**src/rtl/acc_pkg.sv**
```systemverilog
// Shared definitions for the accumulator datapath.
// Contents: command op-codes (3-bit) and the sequencer state type.
package acc_pkg;

  localparam logic [2:0] OP_ADD  = 3'b000;
  localparam logic [2:0] OP_SUB  = 3'b001;
  localparam logic [2:0] OP_LOAD = 3'b010;
  localparam logic [2:0] OP_SHL  = 3'b011;
  localparam logic [2:0] OP_SHR  = 3'b100;
  localparam logic [2:0] OP_MUL  = 3'b101;
  localparam logic [2:0] OP_NOP  = 3'b110;  // 3'b111 is also NOP

  typedef enum logic [1:0] {
    ST_IDLE,
    ST_SHIFT,
    ST_MUL
  } state_t;

endpackage

```
**src/rtl/acc_addsub.sv**
```systemverilog
// Combinational WIDTH-bit adder/subtractor.
// Ports:
//   x, y  : operands
//   sub   : 0 -> x+y, 1 -> x-y
//   sum   : result modulo 2^WIDTH
//   cout  : carry-out for add, borrow (x<y unsigned) for subtract
//   ovf   : two's-complement overflow
module acc_addsub #(
  parameter int WIDTH = 8
) (
  input  logic [WIDTH-1:0] x,
  input  logic [WIDTH-1:0] y,
  input  logic             sub,
  output logic [WIDTH-1:0] sum,
  output logic             cout,
  output logic             ovf
);

  logic [WIDTH-1:0] y_eff;
  logic             c_raw;

  always_comb begin
    y_eff         = y ^ {WIDTH{sub}};
    {c_raw, sum}  = {1'b0, x} + {1'b0, y_eff} + {{WIDTH{1'b0}}, sub};
    // Raw carry of x + ~y + 1 is the inverse of borrow.
    cout          = c_raw ^ sub;
    ovf           = (x[WIDTH-1] == y_eff[WIDTH-1]) && (sum[WIDTH-1] != x[WIDTH-1]);
  end

endmodule

```
**src/rtl/acc_datapath_seq.sv**
```systemverilog
// Accumulator datapath with a start/done command handshake.
// Single-cycle ops: ADD, SUB, LOAD, NOP (and zero-length shifts).
// Multi-cycle ops: SHL/SHR by shamt bits, shift-add MUL (WIDTH cycles).
// Ports:
//   CLK, Clr          : clock (rising edge), async active-low reset
//   start, op         : command request and op-code, sampled when idle
//   v0, v1            : operand selects (left: a/t, right: b/c)
//   shamt, lshl       : shift count, serial fill bit for SHL
//   a, b, c           : operand sources
//   t                 : accumulator
//   busy, done        : multi-cycle in progress, completion pulse
//   carry, zero, ovf  : status flags of the last completed op
module acc_datapath_seq
  import acc_pkg::*;
#(
  parameter int WIDTH   = 8,
  parameter int SHAMT_W = 3
) (
  input  logic               CLK,
  input  logic               Clr,
  input  logic               start,
  input  logic [2:0]         op,
  input  logic               v0,
  input  logic               v1,
  input  logic [SHAMT_W-1:0] shamt,
  input  logic               lshl,
  input  logic [WIDTH-1:0]   a,
  input  logic [WIDTH-1:0]   b,
  input  logic [WIDTH-1:0]   c,
  output logic [WIDTH-1:0]   t,
  output logic               busy,
  output logic               done,
  output logic               carry,
  output logic               zero,
  output logic               ovf
);

  state_t               state;
  logic [WIDTH-1:0]     hi;
  logic [WIDTH-1:0]     mcand;
  logic [WIDTH-1:0]     mplier;
  logic [SHAMT_W-1:0]   cnt;
  logic                 shr;

  logic [WIDTH-1:0]     lop, rop;
  logic                 in_mul;
  logic [WIDTH-1:0]     as_x, as_y, as_sum;
  logic                 as_sub, as_cout, as_ovf;

  logic [WIDTH-1:0]     sh_t;
  logic                 sh_out;
  logic [WIDTH-1:0]     acc_hi;
  logic                 acc_c;
  logic [WIDTH-1:0]     mul_hi_n, mul_t_n;

  // Operand muxes
  always_comb begin
    lop = v0 ? a : t;
    rop = v1 ? b : c;
  end

  // The adder serves ADD/SUB while idle and the partial-product add in MUL.
  always_comb begin
    in_mul = (state == ST_MUL);
    as_x   = in_mul ? hi    : lop;
    as_y   = in_mul ? mcand : rop;
    as_sub = !in_mul && (op == OP_SUB);
  end

  acc_addsub #(.WIDTH(WIDTH)) u_addsub (
    .x    (as_x),
    .y    (as_y),
    .sub  (as_sub),
    .sum  (as_sum),
    .cout (as_cout),
    .ovf  (as_ovf)
  );

  // One shift step and one multiply step.
  // MUL adds mcand into the high half and shifts {carry,hi,t} right, so after
  // WIDTH steps {hi,t} holds the full product (equivalent to adding mcand at
  // weight 2^i into {hi,t}).
  always_comb begin
    sh_t     = shr ? {1'b0, t[WIDTH-1:1]} : {t[WIDTH-2:0], lshl};
    sh_out   = shr ? t[0] : t[WIDTH-1];
    acc_hi   = mplier[0] ? as_sum  : hi;
    acc_c    = mplier[0] ? as_cout : 1'b0;
    mul_hi_n = {acc_c, acc_hi[WIDTH-1:1]};
    mul_t_n  = {acc_hi[0], t[WIDTH-1:1]};
  end

  always_ff @(posedge CLK or negedge Clr) begin
    if (!Clr) begin
      state  <= ST_IDLE;
      t      <= '0;
      hi     <= '0;
      mcand  <= '0;
      mplier <= '0;
      cnt    <= '0;
      shr    <= 1'b0;
      busy   <= 1'b0;
      done   <= 1'b0;
      carry  <= 1'b0;
      zero   <= 1'b0;
      ovf    <= 1'b0;
    end else begin
      done <= 1'b0;
      case (state)
        ST_IDLE: begin
          if (start) begin
            case (op)
              OP_ADD, OP_SUB: begin
                t     <= as_sum;
                carry <= as_cout;
                ovf   <= as_ovf;
                zero  <= (as_sum == '0);
                done  <= 1'b1;
              end
              OP_LOAD: begin
                t     <= lop;
                carry <= 1'b0;
                ovf   <= 1'b0;
                zero  <= (lop == '0);
                done  <= 1'b1;
              end
              OP_SHL, OP_SHR: begin
                if (shamt == '0) begin
                  carry <= 1'b0;
                  ovf   <= 1'b0;
                  zero  <= (t == '0);
                  done  <= 1'b1;
                end else begin
                  cnt   <= shamt;
                  shr   <= (op == OP_SHR);
                  busy  <= 1'b1;
                  state <= ST_SHIFT;
                end
              end
              OP_MUL: begin
                mcand  <= lop;
                mplier <= rop;
                t      <= '0;
                hi     <= '0;
                cnt    <= '0;
                busy   <= 1'b1;
                state  <= ST_MUL;
              end
              OP_NOP: done <= 1'b1;
              default: done <= 1'b1;
            endcase
          end
        end

        ST_SHIFT: begin
          t <= sh_t;
          if (cnt == SHAMT_W'(1)) begin
            carry <= sh_out;
            ovf   <= 1'b0;
            zero  <= (sh_t == '0);
            busy  <= 1'b0;
            done  <= 1'b1;
            state <= ST_IDLE;
          end else begin
            cnt <= cnt - SHAMT_W'(1);
          end
        end

        ST_MUL: begin
          t      <= mul_t_n;
          hi     <= mul_hi_n;
          mplier <= mplier >> 1;
          if (cnt == SHAMT_W'(WIDTH - 1)) begin
            carry <= 1'b0;
            ovf   <= (mul_hi_n != '0);
            zero  <= (mul_t_n == '0);
            busy  <= 1'b0;
            done  <= 1'b1;
            state <= ST_IDLE;
          end else begin
            cnt <= cnt + SHAMT_W'(1);
          end
        end

        default: state <= ST_IDLE;
      endcase
    end
  end

endmodule

```
**config.mk**
```make
export PLATFORM = sky130hd
export DESIGN_NAME = acc_datapath_seq
export DESIGN_NICKNAME = d
export VERILOG_FILES = /design/src/rtl/acc_pkg.sv /design/src/rtl/acc_addsub.sv /design/src/rtl/acc_datapath_seq.sv
export SDC_FILE = /design/constraint.sdc
export NUM_CORES = 1
export LEC_CHECK = 0
export BUFFER_PORTS_ARGS = -buffer_cell sky130_fd_sc_hd__buf_4
export CORE_MARGIN = 2
export CORE_UTILIZATION = 53
export DETAILED_ROUTE_END_ITERATION = 10
export GPL_TIMING_DRIVEN = 0
export MAX_ROUTING_LAYER = met4
export PLACE_DENSITY = 0.8
export SLEW_MARGIN = 20
export SYNTH_ARGS = -nofsm -noshare
export SYNTH_HDL_FRONTEND = slang
export SYNTH_HIERARCHICAL = 1
export SYNTH_SLANG_ARGS = --single-unit
```
**constraint.sdc**
```tcl
create_clock -name CLK -period 4.18 [get_ports CLK]
set_input_delay 0.627 -clock CLK [delete_from_list [all_inputs] [get_ports CLK]]
set_output_delay 0.627 -clock CLK [all_outputs]
set_load 0.1 [all_outputs]
```
==> run metrics, run 1 <==
final-report max-slew violation count 0; final net count 510; number of placement rows 29; actual transition at the worst max-transition pin 0.641 ns; nets in the synthesized netlist 446; Worst slew margin 57.3%; Yosys top cell by area dfrtp_1; post-route antenna net violation count 0; Worst setup SP type register; drt pass-1 iters 5; power density relative to cell area 866 nW/um^2; overall die width 85.1 microns; largest voltage drop on the vdd net 540 uV; die area 7250 sq um; maximum fanout along the worst path 10; achievable frequency 244 MHz; Mapped Avg Cell Area 8.88 sq um; maximum number of pins on one net before global-route repair 44; vias per cell 6.18; filler-free cell count of the finished design 535; endpoint class of the critical path register; placed instance count 516; met1 Resource Use GR 34.4%; I/O pin cnt 49; CTS sink count 43; clock input transition at the sequential cells of the worst setup and hold paths 0.08 ns; ranking of synthesized cells by area dfrtp_1, mux2_2, a21oi_1; Diodes inserted 0; routability-driven placement congestion ratio 0.947; type of the worst min-delay path in2async; startpoint-to-endpoint class of the critical path reg2reg; fraction of final layout cells with drive strength greater than 1 29.3%; outcome completed; share of the synthesized area in the top cell type 30.8%; setup slack at placement -1.12 ns; Hold Violations, Final 0; root cell of the clock tree clkbuf_8; overall fraction of global-route tracks in use 26.2%; post-layout total power 3.63 mW; total number of vias 3308; worst clock skew 0.0100 ns; Netlist cell types 62; final core area utilization 66.0%; Post-route DRC 0; number of synthesis warnings 6; Layout area overhead 20.2%; global routing met2 resource utilization 42.8%; most common flop cell mapped by yosys dfrtp_1; vias in the first global route 3062; GR Overflow Total 0; required time at the endpoint of the critical path 4.37 ns; number of enable flip-flop cells after synthesis 0; Async S/R FF share, synth 100%; post-layout minimum cycle time 4.10 ns; average wire per standard cell 17.6 microns; number of buffers added by the clock tree synthesis step 5; vertical extent of the die 85.1 microns; Final Setup Violations 0; post-route cell area 4190 sq um; TritonCTS clock tree yes; post-synthesis instance area 3490 sq um; Longest Clk Path Bufs 2; leakage power total 1.91 nW; sum of routed wire length over all layers 9420 microns; port bufs 46; dpl cell area 3930 sq um; hpwl dp 6720 microns; Arr. time, crit path 4.29 ns; Skew-Pair Late Insertion Delay 0.30 ns; first-pass GRT wire length 14900 microns; final worst path period share 98.1%; setup slack after layout 0.0786 ns; synthesis-stage register bit count 43; initial antenna violation count 0; Initial Utilization 55.0%; number of standard cells after synthesis 393; first-iteration detailed-routing DRC count 247; Core Region 6350 sq um; share of the yosys chip area belonging to registers 30.8%; GRT Max-Usage Layer met2; H-tree depth 2; max_cap viols 0; met3 Track Usage GR 3.31%
layout by cell type (no fill, tap or decap), drive strengths merged, types with 2 or more instances in the layout:
cell    instances
clkbuf         14
nand2b          3
nor2b          12
xor2           12
mux2i          19
nor4            6
clkinv          2
buf            71
a21oi          44
nor4b           3
or3             2
nand3          10
ha             16
o311ai          2
xnor2           4
nand3b          3
a221oi          7
o31ai           8
a22oi           3
o21ai          16
o21bai          7
nor3            8
nor2           33
a211oi          9
nand2          27
mux2           32
inv            21
o32a            2
nor3b           3
dfrtp          43
power breakdown:
part | switching, mW | internal [mW] | leakage (nW) | total, mW
clock network | 0.151 | 0.118 | 0.0422 | 0.268
logic | 1.63 | 0.983 | 1.34 | 2.61
registers | 0.160 | 0.589 | 0.522 | 0.749
layout make-up:
class / instances / area [sq um]
tap: 77 / 96.3
clock inverter: 1 / 5.00
buffer: 20 / 114
clock buffer: 7 / 76.3
inverter: 22 / 82.6
fill: 505 / 2160
multi-input combinational: 307 / 2310
timing repair buffer: 58 / 433
sequential: 43 / 1080
worst max-delay path: stages (launching register included):
cell	delay, ns
dfrtp_1	0.38
inv_1	0.08
ha_1	0.22
buf_4	0.18
clkbuf_8	0.18
nor4b_4	0.35
buf_6	0.19
xor2_2	0.17
inv_1	0.09
fa_2	0.38
nor2b_2	0.13
o21ai_2	0.08
a21oi_2	0.22
nor2_2	0.08
xnor2_2	0.31
nor4_2	0.09
nand2_1	0.09
o41ai_2	0.07
o32a_1	0.41
mux2_4	0.29
cells by family (layout without fill, tap and decap cells):
group,Yosys count,count (layout),share of synthesized area [%]
AOI/OAI and AO/OA,111,111,21.2
muxes,51,51,16.0
buffers and inverters,43,108,5.09
DFF,43,43,30.8
xor gates and xnor gates,16,16,4.02
adders and majority gates,17,17,6.31
and+or+nand+nor,112,112,16.5
through the flow:
step,hold WS [ns],TNS [ns]
floorplan,0.331,0
global placement,0.479,-4.77
detailed placement,0.477,-6.32
CTS,0.346,0
global route,0.371,-0.0306
finish,0.328,0
cell usage after synthesis (all sizes together), types with 9 or more instances:
cell type,n
xor2,12
a211oi,9
clkbuf,9
nand3,10
nand2,27
dfrtp,43
buf,12
nor2b,12
o21ai,16
ha,16
a21oi,44
inv,21
nor2,33
mux2i,19
mux2,32
routing by layer:
layer | up-vias | wire, microns
met5 | - | 0
met4 | 0 | 193
met3 | 24 | 482
met2 | 106 | 4560
met1 | 1623 | 4190
li1 | 1555 | -
registers in the layout, summed over array words and instances (netlist names), 2 cells and up:
name,count
hi,8
mcand,8
mplier,8
t,8
cnt,3
state,2
what timing repair did:
item,in CTS,in global routing
pin swaps,1,4
hold buffers,0,0
buffers inserted,1,10
gates cloned,0,1
endpoints found under the setup margin,15,3
gates resized for setup,13,12
worst paths after layout:
path | from | to | slack [ns] | depth (start not counted)
worst min-delay path | Clr | mplier[5] | 0.33 | 1
min in group CLK | busy | busy | 0.51 | 1
worst min register to register | busy | busy | 0.51 | 1
max in group asynchronous | Clr | hi[5] | 3.46 | 1
worst max-delay path | state[0] | zero | 0.08 | 19
worst max register to register | state[0] | zero | 0.08 | 19
No activity file was read; power rests on OpenSTA's default activity.
==> run 2, diff against run 1 <==
--- a/config.mk
+++ b/config.mk
@@ -11,9 +11,8 @@
 export DETAILED_ROUTE_END_ITERATION = 10
 export GPL_TIMING_DRIVEN = 0
 export MAX_ROUTING_LAYER = met4
-export PLACE_DENSITY = 0.8
+export PLACE_DENSITY = 0.79
 export SLEW_MARGIN = 20
 export SYNTH_ARGS = -nofsm -noshare
 export SYNTH_HDL_FRONTEND = slang
-export SYNTH_HIERARCHICAL = 1
 export SYNTH_SLANG_ARGS = --single-unit
==> run metrics, run 2 <==
outcome completed; port bufs 45 (-2.2%); H-tree depth 2 (unchanged); Diodes inserted 0 (unchanged); leading cell types in the layout, fill and taps excluded nand2_1, buf_4, dfrtp_1, nor2_1; Arr. time, crit path 4.01 ns (-0.28 ns); die area 7430 sq um (+2.5%); list of most frequent post-synthesis cells nand2_1, dfrtp_1, nor2_1, mux2_2, o21ai_0; final worst path period share 91.3% (-6.9 points); dpl cell area 4010 sq um (+2.1%); leakage power total 1.83 nW (-3.9%); Yosys top cell by area dfrtp_1; first-pass GRT wire length 15900 microns (+7.0%); setup slack of the worst register-to-register path 0.37 ns (+0.29 ns); Netlist cell types 73 (+18%); most frequent cell after synthesis nand2_1; post-synthesis share of cell area spent on xor and xnor gates 3.15% (-0.87 points); maximum fanout along the worst path 19 (+9); Synth Area in Simple Gates 16.5% (about the same); Worst slew margin 39.1% (-18 points); area share of fa/ha/maj cells after synthesis 5.80% (-0.51 points); Layout area overhead 15.2%; reg2reg path depth 15 (-4); fraction of the mapped netlist area in compound gates 23.9% (+2.7 points); fraction of final layout cells with drive strength greater than 1 24.6% (-4.7 points); startpoint of the worst-slack reg-to-reg timing path state[0]; average wire per standard cell 17.8 microns (+1.0%); endpoint of the worst setup timing path ovf; count of buffers added by post-CTS timing repair for setup 0 (-1); nets in the synthesized netlist 456 (+2.2%); I/O pin cnt 49 (unchanged); post-route cell area 4130 sq um (-1.6%); most common flop cell mapped by yosys dfrtp_1; maximum number of pins on one net before global-route repair 44 (unchanged); crit-path max cell delay 0.52 ns (+0.11 ns); clock input transition at the sequential cells of the worst setup and hold paths 0.09 ns (about the same); Final Setup Violations 0 (unchanged); proportion of power drawn by combinational gates 68.6% (-3.4 points); Longest Clk Path Bufs 2 (unchanged); share of the synthesized area in the top cell type 30.1% (-0.78 points); final core area utilization 63.9% (-2.2 points); type of the worst min-delay path in2async; GR Overflow Total 0 (unchanged); root cell of the clock tree clkbuf_8; number of placement rows 29 (unchanged); hpwl dp 7400 microns (+10%); TritonCTS clock tree yes; routability-driven placement congestion ratio 0.949 (+0.17%); r2r endpoint ovf; critical path cell sequence inv_1 > ha_1 > buf_6 > inv_1 > buf_1 > mux2_2 > inv_1 > fa_1 > nor2b_1 > o31ai_1 > a21oi_1 > o22a_1 > or4b_1 > a31oi_1 > a21oi_2; beginning of the critical path state[0]; RSZ-0062 raised after global routing no; overall fraction of global-route tracks in use 27.8% (+1.6 points); drt pass-1 iters 5 (unchanged); CTS sink count 43 (unchanged); Hold Violations, Final 0 (unchanged); required time at the endpoint of the critical path 4.37 ns (about the same); filler-free cell count of the finished design 533 (-0.37%); final-report max-slew violation count 0 (unchanged); vias in the first global route 3287 (+7.3%); Async S/R FF share, synth 100% (unchanged); total number of vias 3298 (-0.30%); Skew-Pair Late Insertion Delay 0.30 ns (about the same); sum of routed wire length over all layers 9480 microns (+0.64%); synthesis-stage register bit count 43 (unchanged); vertical extent of the die 86.2 microns (+1.2%); Internal 1.67 mW (-1.3%); actual transition at the worst max-transition pin 0.913 ns (+0.272 ns); number of buffers added by the clock tree synthesis step 5 (unchanged); largest voltage drop on the vdd net 468 uV (-13%); endpoint class of the critical path register; Core Region 6460 sq um (+1.7%); Mapped Avg Cell Area 8.86 sq um (-0.21%); Fillers 553 (+9.5%); hold-fix buffers at CTS 0 (unchanged); placed instance count 526 (+1.9%); net switching power 1.90 mW (-2.3%); fraction of synthesized area in multiplexers 15.6% (-0.37 points); post-route antenna net violation count 0 (unchanged); post-synthesis instance area 3580 sq um (+2.6%); max_cap viols 0 (unchanged); worst clock skew 0.00565 ns (-0.00435 ns); Sw Ratio 53.2% (-0.24 points); initial antenna violation count 0 (unchanged); slowest stage cell on the critical path or4b_1; main combinational cell family by area after synthesis compound AO/OA/AOI/OAI gates; Initial Utilization 55.4% (+0.47 points); post-layout minimum cycle time 3.81 ns (-0.287 ns); number of standard cells after synthesis 404 (+2.8%); startpoint-to-endpoint class of the critical path reg2reg; Worst setup SP type register; clock network fraction of total power 9.4% (+2.0 points); part of the total power dissipated in sequential elements 22.0% (+1.4 points); first-iteration detailed-routing DRC count 248 (+0.40%); achievable frequency 262 MHz (+7.5%); ranking of synthesized cells by area dfrtp_1, mux2_2, ha_1; most common library cell in the layout ignoring fill and taps nand2_1; overall die width 86.2 microns (+1.2%); final net count 507 (-0.59%); vias per cell 6.19 (about the same); number of enable flip-flop cells after synthesis 0 (unchanged); power density relative to cell area 864 nW/um^2 (-0.21%); cell repeated most along the worst path inv_1; number of synthesis warnings 0 (-6); Post-route DRC 0 (unchanged); share of the yosys chip area belonging to registers 30.1% (-0.78 points)
[run 2: changes by cell type after synthesis, moves of 7 or more]
cell / previous run / this run
a21oi_1: 42 / 29
xor2_1: 12 / 1
nor2b_1: 12 / 2
nand2_1: 27 / 47
o21ai_0: 12 / 30
o21bai_1: 7 / 0
[run 2: kinds of logic (layout without fill, tap and decap cells)]
kind of cell | after synthesis | in the layout
AOI/OAI and AO/OA | 122 | 122
and+or+nand+nor | 122 | 122
muxes | 50 | 50
DFF | 43 | 43
buffers and inverters | 39 | 91
adders and majority gates | 16 | 16
xor gates and xnor gates | 12 | 12
[run 2: what timing repair did]
action,in CTS,in global routing
endpoints found under the setup margin,4,1
gates resized for setup,1,1
endpoints found under the hold margin,0,0
[run 2: how the worst min path moves through the flow]
stage | from | to | slack, ns | cells after the start
6_report | Clr | busy | 0.32 | 1
2_1_floorplan | Clr | busy | 0.33 | 0
5_1_grt | Clr | busy | 0.38 | 1
4_1_cts | Clr | mplier[1] | 0.34 | 1
3_3_place_gp | busy | busy | 0.47 | 2
3_5_place_dp | carry | carry | 0.47 | 2
[run 2: cell type report]
| type | count | area, sq um | share of cell area, % |
|---|---|---|---|
| Timing Repair Buffer | 45 | 338 | 8.19 |
| Buffer | 19 | 104 | 2.52 |
| Clock buffer | 5 | 68.8 | 1.67 |
| Sequential cell | 43 | 1080 | 26.1 |
| Inverter | 19 | 71.3 | 1.73 |
| Multi-Input combinational cell | 322 | 2330 | 56.4 |
| Clock inverter | 3 | 43.8 | 1.06 |
| Tap cell | 77 | 96.3 | 2.34 |
[run 2: critical path, delay by kind of cell, from the launching register on]
kind / cells / cell delay, ns
AOI/OAI and AO/OA: 5 / 0.99
muxes: 1 / 0.41
and+or+nand+nor: 2 / 0.60
DFF: 1 / 0.38
buffers and inverters: 5 / 0.89
adders and majority gates: 2 / 0.42
[run 2: power groups by stage]
stage          Sequential [mW]  Combinational (mW)  Clock, mW
2_1_floorplan             1.14                1.48          0
6_report                 0.783                2.45      0.335
3_3_place_gp             0.779                2.37          0
4_1_cts                  0.780                2.42      0.340
3_5_place_dp             0.788                2.41          0
5_1_grt                  0.811                2.64      0.356
[run 2: per-stage QoR]
stage | worst slack [ns] | TNS [ns] | power (mW) | hold WS (ns)
after floorplan | 0.531 | 0 | 2.62 | 0.331
after global placement | -0.114 | -0.154 | 3.15 | 0.465
after detailed placement | -0.136 | -0.216 | 3.20 | 0.474
after CTS | 0.236 | 0 | 3.54 | 0.345
after global routing | 0.0599 | 0 | 3.81 | 0.377
final | 0.365 | 0 | 3.56 | 0.322
[run 2: layer usage]
layer	share of wire [%]	vias up	GRT usage (%)
met2	47	144	43.6
met1	44	1552	37.8
met4	1.8	0	7.95
met5	0	-	-
li1	-	1584	-
met3	6.5	18	4.10
